===== src/rtl/operand_capture_if.sv =====
// operand_capture_if
// Bundles the raw board inputs (switches, centre button) and the captured
// operand outputs of operand_capture into one port. The slave modport is
// the capture block itself; the master modport is whoever drives the raw
// inputs and consumes the operands (board top level or a testbench).
interface operand_capture_if;
   logic [3:0] SW;         // raw switches: [1:0] = a, [3:2] = b
   logic       BTNC;       // raw centre button, active-high
   logic [1:0] a;          // captured operand a
   logic [1:0] b;          // captured operand b
   logic       op_valid;   // one-cycle strobe on each accepted press
   logic [3:0] cap_count;  // accepted presses, modulo 16

   modport master (
      output SW,
      output BTNC,
      input  a,
      input  b,
      input  op_valid,
      input  cap_count
   );

   modport slave (
      input  SW,
      input  BTNC,
      output a,
      output b,
      output op_valid,
      output cap_count
   );
endinterface


===== src/rtl/operand_capture.sv =====
// operand_capture
// Input stage for the two-bit adder on the Nexys4 DDR board. The centre
// button and the four operand switches are brought into the CLK100MHZ
// domain through two-flop synchronizers. The button is then debounced by a
// four-state FSM. The operands are latched into held registers only when a
// debounced press is accepted, and op_valid pulses for that one cycle.
//
// Build option: define OPCAP_SW_DEBOUNCE_EN to give every switch bit its own
// debounce counter, so that operands come from debounced switch levels.
// When the macro is left undefined, operands are taken straight from the
// synchronized switches and no per-switch counters are built.
module operand_capture #(
   parameter int DEBOUNCE_CYCLES = 1000000   // stable cycles to accept a change, >= 1
) (
   input  logic               CLK100MHZ,
   input  logic               CPU_RESETN,
   operand_capture_if.slave   bus
);

   // One extra count of headroom so that the counter can hold DEBOUNCE_CYCLES itself.
   localparam int              CNT_W   = $clog2(DEBOUNCE_CYCLES + 1);
   localparam logic [CNT_W-1:0] CNT_MAX = CNT_W'(DEBOUNCE_CYCLES);

   typedef enum logic [1:0] {
      IDLE      = 2'd0,   // debounced level 0
      PRESS_CHK = 2'd1,   // button seen high, counting toward an accepted press
      HELD      = 2'd2,   // debounced level 1
      REL_CHK   = 2'd3    // button seen low, counting toward an accepted release
   } state_t;

   // ------------------------------------------------------------------
   // Synchronizers
   // ------------------------------------------------------------------
   logic       btn_meta;
   logic       btn_sync;
   logic [3:0] sw_meta;
   logic [3:0] sw_sync;

   // Two-flop synchronizers for the button and each switch bit.
   always_ff @(posedge CLK100MHZ or negedge CPU_RESETN) begin
      if (!CPU_RESETN) begin
         btn_meta <= 1'b0;
         btn_sync <= 1'b0;
         sw_meta  <= 4'b0000;
         sw_sync  <= 4'b0000;
      end else begin
         btn_meta <= bus.BTNC;
         btn_sync <= btn_meta;
         sw_meta  <= bus.SW;
         sw_sync  <= sw_meta;
      end
   end

   // ------------------------------------------------------------------
   // Operand source
   // ------------------------------------------------------------------
   logic [3:0] op_src;   // switch values that a capture loads into a/b

`ifdef OPCAP_SW_DEBOUNCE_EN
   logic [3:0] sw_level;   // debounced switch levels

   // One independent debouncer per switch bit. Each debouncer follows the
   // same consecutive-cycle rule as the button: any cycle in which the
   // input agrees with the held level restarts the count.
   for (genvar gi = 0; gi < 4; gi++) begin : g_sw_deb
      logic [CNT_W-1:0] sw_cnt;
      logic             level_bit;

      // Count cycles of disagreement; flip the level once the count reaches the limit.
      always_ff @(posedge CLK100MHZ or negedge CPU_RESETN) begin
         if (!CPU_RESETN) begin
            sw_cnt    <= '0;
            level_bit <= 1'b0;
         end else if (sw_sync[gi] == level_bit) begin
            sw_cnt <= '0;
         end else if (sw_cnt == CNT_MAX) begin
            sw_cnt    <= '0;
            level_bit <= sw_sync[gi];
         end else begin
            sw_cnt <= sw_cnt + 1'b1;
         end
      end

      assign sw_level[gi] = level_bit;
   end

   assign op_src = sw_level;
`else
   assign op_src = sw_sync;
`endif

   // ------------------------------------------------------------------
   // Button debounce FSM and capture registers
   // ------------------------------------------------------------------
   state_t           state;
   logic [CNT_W-1:0] cnt;
   logic [1:0]       a_reg;
   logic [1:0]       b_reg;
   logic             op_valid_reg;
   logic [3:0]       cap_count_reg;

   // The debounce FSM also owns the registered outputs. Only the
   // PRESS_CHK->HELD transition loads the operands and raises op_valid.
   always_ff @(posedge CLK100MHZ or negedge CPU_RESETN) begin
      if (!CPU_RESETN) begin
         state         <= IDLE;
         cnt           <= '0;
         a_reg         <= 2'b00;
         b_reg         <= 2'b00;
         op_valid_reg  <= 1'b0;
         cap_count_reg <= 4'd0;
      end else begin
         op_valid_reg <= 1'b0;
         case (state)
            IDLE: begin
               if (btn_sync) begin
                  // The first differing sample already counts as one cycle.
                  state <= PRESS_CHK;
                  cnt   <= CNT_W'(1);
               end else begin
                  cnt <= '0;
               end
            end

            PRESS_CHK: begin
               if (!btn_sync) begin
                  state <= IDLE;
                  cnt   <= '0;
               end else if (cnt == CNT_MAX) begin
                  state         <= HELD;
                  cnt           <= '0;
                  a_reg         <= op_src[1:0];
                  b_reg         <= op_src[3:2];
                  op_valid_reg  <= 1'b1;
                  cap_count_reg <= cap_count_reg + 4'd1;
               end else begin
                  cnt <= cnt + 1'b1;
               end
            end

            HELD: begin
               if (!btn_sync) begin
                  state <= REL_CHK;
                  cnt   <= CNT_W'(1);
               end else begin
                  cnt <= '0;
               end
            end

            REL_CHK: begin
               if (btn_sync) begin
                  state <= HELD;
                  cnt   <= '0;
               end else if (cnt == CNT_MAX) begin
                  // A release is accepted silently: no capture and no strobe.
                  state <= IDLE;
                  cnt   <= '0;
               end else begin
                  cnt <= cnt + 1'b1;
               end
            end

            default: begin
               state <= IDLE;
               cnt   <= '0;
            end
         endcase
      end
   end

   assign bus.a         = a_reg;
   assign bus.b         = b_reg;
   assign bus.op_valid  = op_valid_reg;
   assign bus.cap_count = cap_count_reg;

endmodule


===== src/flat_wrapper.sv =====
// flat-port wrapper written by rule: the top's interface ports become plain ports
module operand_capture_flat 
#(
   parameter int DEBOUNCE_CYCLES = 1000000                                            
)
  (CLK100MHZ, CPU_RESETN, bus_SW, bus_BTNC, bus_a, bus_b, bus_op_valid, bus_cap_count);
  operand_capture_if bus_i ();
  input  logic CLK100MHZ;
  input  logic CPU_RESETN;
  input wire logic [$bits(bus_i.SW)-1:0] bus_SW;
  input wire logic [$bits(bus_i.BTNC)-1:0] bus_BTNC;
  output wire logic [$bits(bus_i.a)-1:0] bus_a;
  output wire logic [$bits(bus_i.b)-1:0] bus_b;
  output wire logic [$bits(bus_i.op_valid)-1:0] bus_op_valid;
  output wire logic [$bits(bus_i.cap_count)-1:0] bus_cap_count;
  assign bus_i.SW = bus_SW;
  assign bus_i.BTNC = bus_BTNC;
  assign bus_a = bus_i.a;
  assign bus_b = bus_i.b;
  assign bus_op_valid = bus_i.op_valid;
  assign bus_cap_count = bus_i.cap_count;
  operand_capture #(.DEBOUNCE_CYCLES(DEBOUNCE_CYCLES)) u_core (.CLK100MHZ(CLK100MHZ), .CPU_RESETN(CPU_RESETN), .bus(bus_i));
endmodule

===== config.mk =====
export PLATFORM = sky130hd
export DESIGN_NAME = operand_capture_flat
export DESIGN_NICKNAME = d
export VERILOG_FILES = /design/src/rtl/operand_capture_if.sv /design/src/rtl/operand_capture.sv /design/src/flat_wrapper.sv
export SDC_FILE = /design/constraint.sdc
export NUM_CORES = 1
export LEC_CHECK = 0
export BUFFER_PORTS_ARGS = -buffer_cell sky130_fd_sc_hd__buf_2
export CAP_MARGIN = 20
export CORE_AREA = 2 2 63 65
export CTS_CLUSTER_DIAMETER = 80
export DETAILED_ROUTE_END_ITERATION = 16
export DIE_AREA = 0 0 65 67
export GPL_ROUTABILITY_DRIVEN = 0
export HOLD_SLACK_MARGIN = 0.05
export PLACE_DENSITY = 0.82
export SLEW_MARGIN = 0
export SYNTH_ARGS = -nofsm -noshare
export SYNTH_HDL_FRONTEND = slang
export SYNTH_SLANG_ARGS = --single-unit

===== constraint.sdc =====
create_clock -name CLK100MHZ -period 2 [get_ports CLK100MHZ]
set_input_delay 0.4 -clock CLK100MHZ [delete_from_list [all_inputs] [get_ports CLK100MHZ]]
set_output_delay 0.4 -clock CLK100MHZ [all_outputs]
set_load 0.05 [all_outputs]

==> results.ini, run 1 <==
[critical_path]
crit_required_ns=2.23
reg2reg_depth=5
crit_path_end_kind=flop
crit_arrival_ns=2.15
cp-start-kind=flop
crit_type=flop to flop
critPathMaxFanout=4

[sta]
fin_skew_ns=0.00687
fin_ws_ns=0.0713
clock.fmax_mhz=518
period_share=0.964
setup_tns_ns=0
relSlewSlack=0.669
slew_viol_final=0
whs_ns=0.151
worst_slew_pin_slew_ns=0.496
hold_viol_final=0
setup_viol_count_final=0
fin_crit_ns=1.93
rsz0062_at_grt=true

[detailed_routing]
wl_mm=3.24
wl_per_cell_um=13.4
vias_per_cell=5.28
drc=0
first_pass_iters=4
postRouteAntennaNets=0
vias=1273
drtIter0Drc=34

[synth]
netlist_instances=159
yosys-top-cells-area=dfrtp_1, xnor2_1, mux2_2
synth_nets=169
async_flop_share=1.00
synth_top_area_share=0.577
post_synth_instance_area_mm2=0.00178
synth_flop_cell=dfrtp_1
yosysSeqAreaShare=0.577
yosysTopAreaCell=dfrtp_1
yosysUniqueCellTypes=31
synth_seq_cells=41
synth-edff-count=0
ys_warn_count=0
syn_avg_cell_area_um2=11.2

[floorplan]
pin_count=16
core_area_mm2=0.00361
die_w_um=65
dieArea_mm2=0.00436
row_count=22
start_util=0.493
die_y_um=67

[cts]
path_clk_slew_ns=0.08
cts_tree=built
cts_sinks=41
htree_levels=2
cts_buffers=5
root_buffer=clkbuf_8
ctsHoldBuffers=0
cts.path.max_buffers=2
insertion_delay_ns=0.30

[power]
peakVddDrop_mv=0.486
leakage_nw=0.951
power.density_mw_per_mm2=675
totalPowerFinal_mw=1.44

[final_layout]
layoutNonFillerInstCount=241
drive_gt1_frac=0.290
regMostFlops=u_core.cnt
antenna_cells=0
final_cell_mix=dfrtp_1, nor2_1, buf_2
post-route-util=0.592
largest_reg_flops=20
final_common_cell=dfrtp_1
syn2layout_area_growth_pct=20.0
final_nets=202
fin_area_mm2=0.00213

[grt]
globalRouteTotalUtil=0.166
overflow=0
grt_antenna_before_repair=0
grt_max_degree=42
grt_pass1_wl_mm=5.33
grt_pass1_vias=1158

[place]
port_buffers=15
place_hpwl_mm=2.16
postPlaceCellArea_mm2=0.00198
placed_cells=229
preCtsSetupSlack_ns=0.0331

[run_status]
outcome=completed

[hold_path]
min_path_type=input pin to async pin

[job]
maxCapViolations=0

==> final timing paths <==
path / slack, ns / end / from
setup / recovery: 0.07 / u_core.cnt[18] / u_core.cnt[1]
hold / removal: 0.15 / u_core.bus.cap_count[0] / CPU_RESETN
setup reg to reg: 0.07 / u_core.cnt[18] / u_core.cnt[1]
hold reg to reg: 0.35 / u_core.op_src[3] / u_core.sw_meta[3]
max in group asynchronous: 1.48 / u_core.cnt[2] / CPU_RESETN
min in group CLK100MHZ: 0.20 / u_core.sw_meta[2] / bus_SW[2]
==> routing by layer <==
metal	vias to the layer above	wire, um	global-route usage
met5	-	0	0
met4	0	85	0.0798
met3	8	111	0.0456
met2	21	1610	0.255
met1	623	1430	0.217
li1	621	-	-
==> cells by family (layout without fill, tap and decap cells) <==
kind of cell             after synthesis  after routing  share of synthesized area
buffers and inverters                 13             47                     0.0303
AO/OA/AOI/OAI                         17             17                     0.0521
flip-flops                            41             41                      0.577
XOR/XNOR                              15             15                     0.0739
AND/OR/NAND/NOR                       64             64                      0.208
multiplexers                           6              6                     0.0380
adder cells (fa/ha/maj)                3              3                     0.0211
==> power by group <==
| group | internal (mW) | leakage (nW) | total (mW) | switching, mW |
|---|---|---|---|---|
| Combinational | 0.0189 | 0.366 | 0.0519 | 0.0330 |
| Sequential | 0.842 | 0.541 | 0.850 | 0.00736 |
| Clock | 0.247 | 0.0445 | 0.539 | 0.291 |
==> timing repair <==
action / in CTS / in global routing
setup buffers: 0 / 4
resized for setup: 0 / 11
setup endpoints to repair: 0 / 10
==> cell usage after synthesis (all sizes together), types with 2 or more instances <==
cell type  count
clkbuf         2
nand4          6
buf            2
inv            9
xnor2          9
nor4           3
nor3           7
xor2           6
mux2           6
o31ai          3
nor4b          2
nor2          17
nand3          8
a21oi          8
or3            4
nand2          4
ha             3
dfrtp         41
or4            5
and3           3
o21ai          6
==> area by class of cell <==
cell class	count	area, um^2
multi-input combinational	105	728
clock buffer	5	68.8
inverter	9	33.8
timing repair buffer	30	191
clock inverter	3	21.3
tap	48	60.1
sequential	41	1030
fill	289	1470
==> worst max-delay path, stage by stage, from the launching register on <==
cell	delay (ns)
dfrtp_1	0.40
ha_2	0.21
nand2_2	0.07
or4_4	0.57
or4_1	0.48
a21oi_1	0.13
Power figures use the tool's default switching activity.
==> run 2: changes to the inputs <==
Settings changed: PLACE_DENSITY 0.82 to not set, PLACE_DENSITY_LB_ADDON set to 0.05.
==> run 2 against run 1 <==
  * Fmax rose by 0.41%
  * Setup slack improved by 0.0079 ns
  * Clock power up 22%
  * Via count down 0.94%
  * Critical path depth is 1 higher
  * Design area increased by 3.9%
  * Clock-buffer cell count stayed put
  * Combinational power grew 8.1%
  * Core utilization rose by 2.3 points
  * Wire length increased by 2.5%
  * Sequential share of layout area fell by 2.0 points
  * Die area unchanged
  * Critical endpoint is now u_core.cnt[16]
==> results.ini, run 2 (synthesized netlist as in run 1, its figures left out) <==
[floorplan]
die_w_um=65
start_util=0.493
core_area_mm2=0.00361
pin_count=16
dieArea_mm2=0.00436
die_y_um=67
row_count=22

[sta]
rsz0062_at_grt=true
setup_tns_ns=0
hold_viol_final=0
whs_ns=0.0575
clock.fmax_mhz=521
worst_slew_pin_slew_ns=0.316
relSlewSlack=0.788
fin_crit_ns=1.92
period_share=0.960
fin_ws_ns=0.0792
setup_viol_count_final=0
fin_skew_ns=0.0126
slew_viol_final=0

[detailed_routing]
drc=0
wl_mm=3.32
wl_per_cell_um=13.7
vias=1261
drtIter0Drc=67
postRouteAntennaNets=0
vias_per_cell=5.21
first_pass_iters=4

[grt]
overflow=0
grt_pass1_vias=1287
globalRouteTotalUtil=0.178
busiest_layer=met2
grt_antenna_before_repair=0
grt_pass1_wl_mm=5.75
grt_max_degree=42
met1_usage=0.218
grt_use_met3=0.0389
grtUsageMet2=0.293

[power]
power.density_mw_per_mm2=707
totalPowerFinal_mw=1.57
leakage_nw=0.984
peakVddDrop_mv=0.498

[final_layout]
syn2layout_area_growth_pct=24.7
final_nets=203
largest_reg_flops=20
final_common_cell=dfrtp_1
post-route-util=0.615
antenna_cells=0
final_cell_mix=dfrtp_1, nor2_1, buf_2
drive_gt1_frac=0.304
regMostFlops=u_core.cnt

[cts]
insertion_delay_ns=0.29
cts.path.max_buffers=2
cts_sinks=41
cts_tree=built
htree_levels=2
ctsHoldBuffers=0
path_clk_slew_ns=0.08
cts_buffers=5
root_buffer=clkbuf_8

[critical_path]
slowest_stage=or4_4
crit_path_end_kind=flop
crit_buf_inv=1
rr_endpoint=u_core.cnt[16]
critPathMaxFanout=5
r2r_start=u_core.cnt[1]
crit_arrival_ns=2.14
max_stage_delay_ns=0.50
crit_chain=ha_2 > nand2_1 > or4_4 > buf_4 > or3_1 > a21oi_1
cp-start-kind=flop
rrSetupSlack_ns=0.08
crit_family=simple AND/OR/NAND/NOR gates
crit_type=flop to flop
reg2reg_depth=6
crit_required_ns=2.22

[job]
maxCapViolations=0

[run_status]
outcome=completed

[place]
preCtsSetupSlack_ns=0.00485
port_buffers=15
place_hpwl_mm=2.34

[hold_path]
min_path_type=input pin to async pin

-- run 2: stage by stage --
stage                     cells  instance area, um^2
final                       242                 2220
after global routing        242                 2220
after CTS                   239                 2120
after detailed placement    231                 2000
after global placement      231                 2000
after floorplan             159                 1780
-- run 2: repair_timing --
item	CTS	global route
buffers inserted	0	3
endpoints found under the setup margin	5	13
pin swaps	1	4
gates resized for setup	1	18
-- run 2: worst reg2reg max path: cells and delay by family (launching register included) --
kind,cells,cell delay (ns)
and+or+nand+nor,3,0.92
buffers and inverters,1,0.17
DFF,1,0.42
adders and majority gates,1,0.21
AOI/OAI and AO/OA,1,0.14
-- run 2: power by group --
part           switching [mW]  total (mW)  internal [mW]
Clock                   0.287       0.660          0.374
Combinational          0.0334      0.0561         0.0227
Sequential            0.00792       0.850          0.842
-- run 2: layout make-up --
class,instances,area (um^2)
clock buffers,5,68.8
clock inverters,3,43.8
fillers,300,1390
inverters,9,33.8
multi-input cells,105,769
flip-flops and latches,41,1030
well taps,48,60.1
repair buffers,31,215
-- run 2: metal layers --
layer | part of all wire | vias to the layer above | routed length (um)
li1 | - | 620 | -
met1 | 0.47 | 613 | 1560
met2 | 0.48 | 20 | 1580
met3 | 0.027 | 8 | 90
met4 | 0.025 | 0 | 82
met5 | 0 | - | 0
-- run 2: worst max-delay path by stage --
stage / cells past startpoint / slack (ns) / start / endpoint
6_report: 6 / 0.08 / u_core.cnt[1] / u_core.cnt[16]
5_1_grt: 7 / -0.05 / u_core.cnt[1] / u_core.bus.cap_count[1]
4_1_cts: 7 / 0.01 / u_core.cnt[0] / u_core.bus.b[1]
3_5_place_dp: 7 / 0.005 / u_core.cnt[0] / u_core.bus.b[1]
3_3_place_gp: 5 / 0.04 / u_core.cnt[4] / u_core.bus.b[1]
2_1_floorplan: 7 / 0.02 / u_core.cnt[0] / u_core.cnt[12]
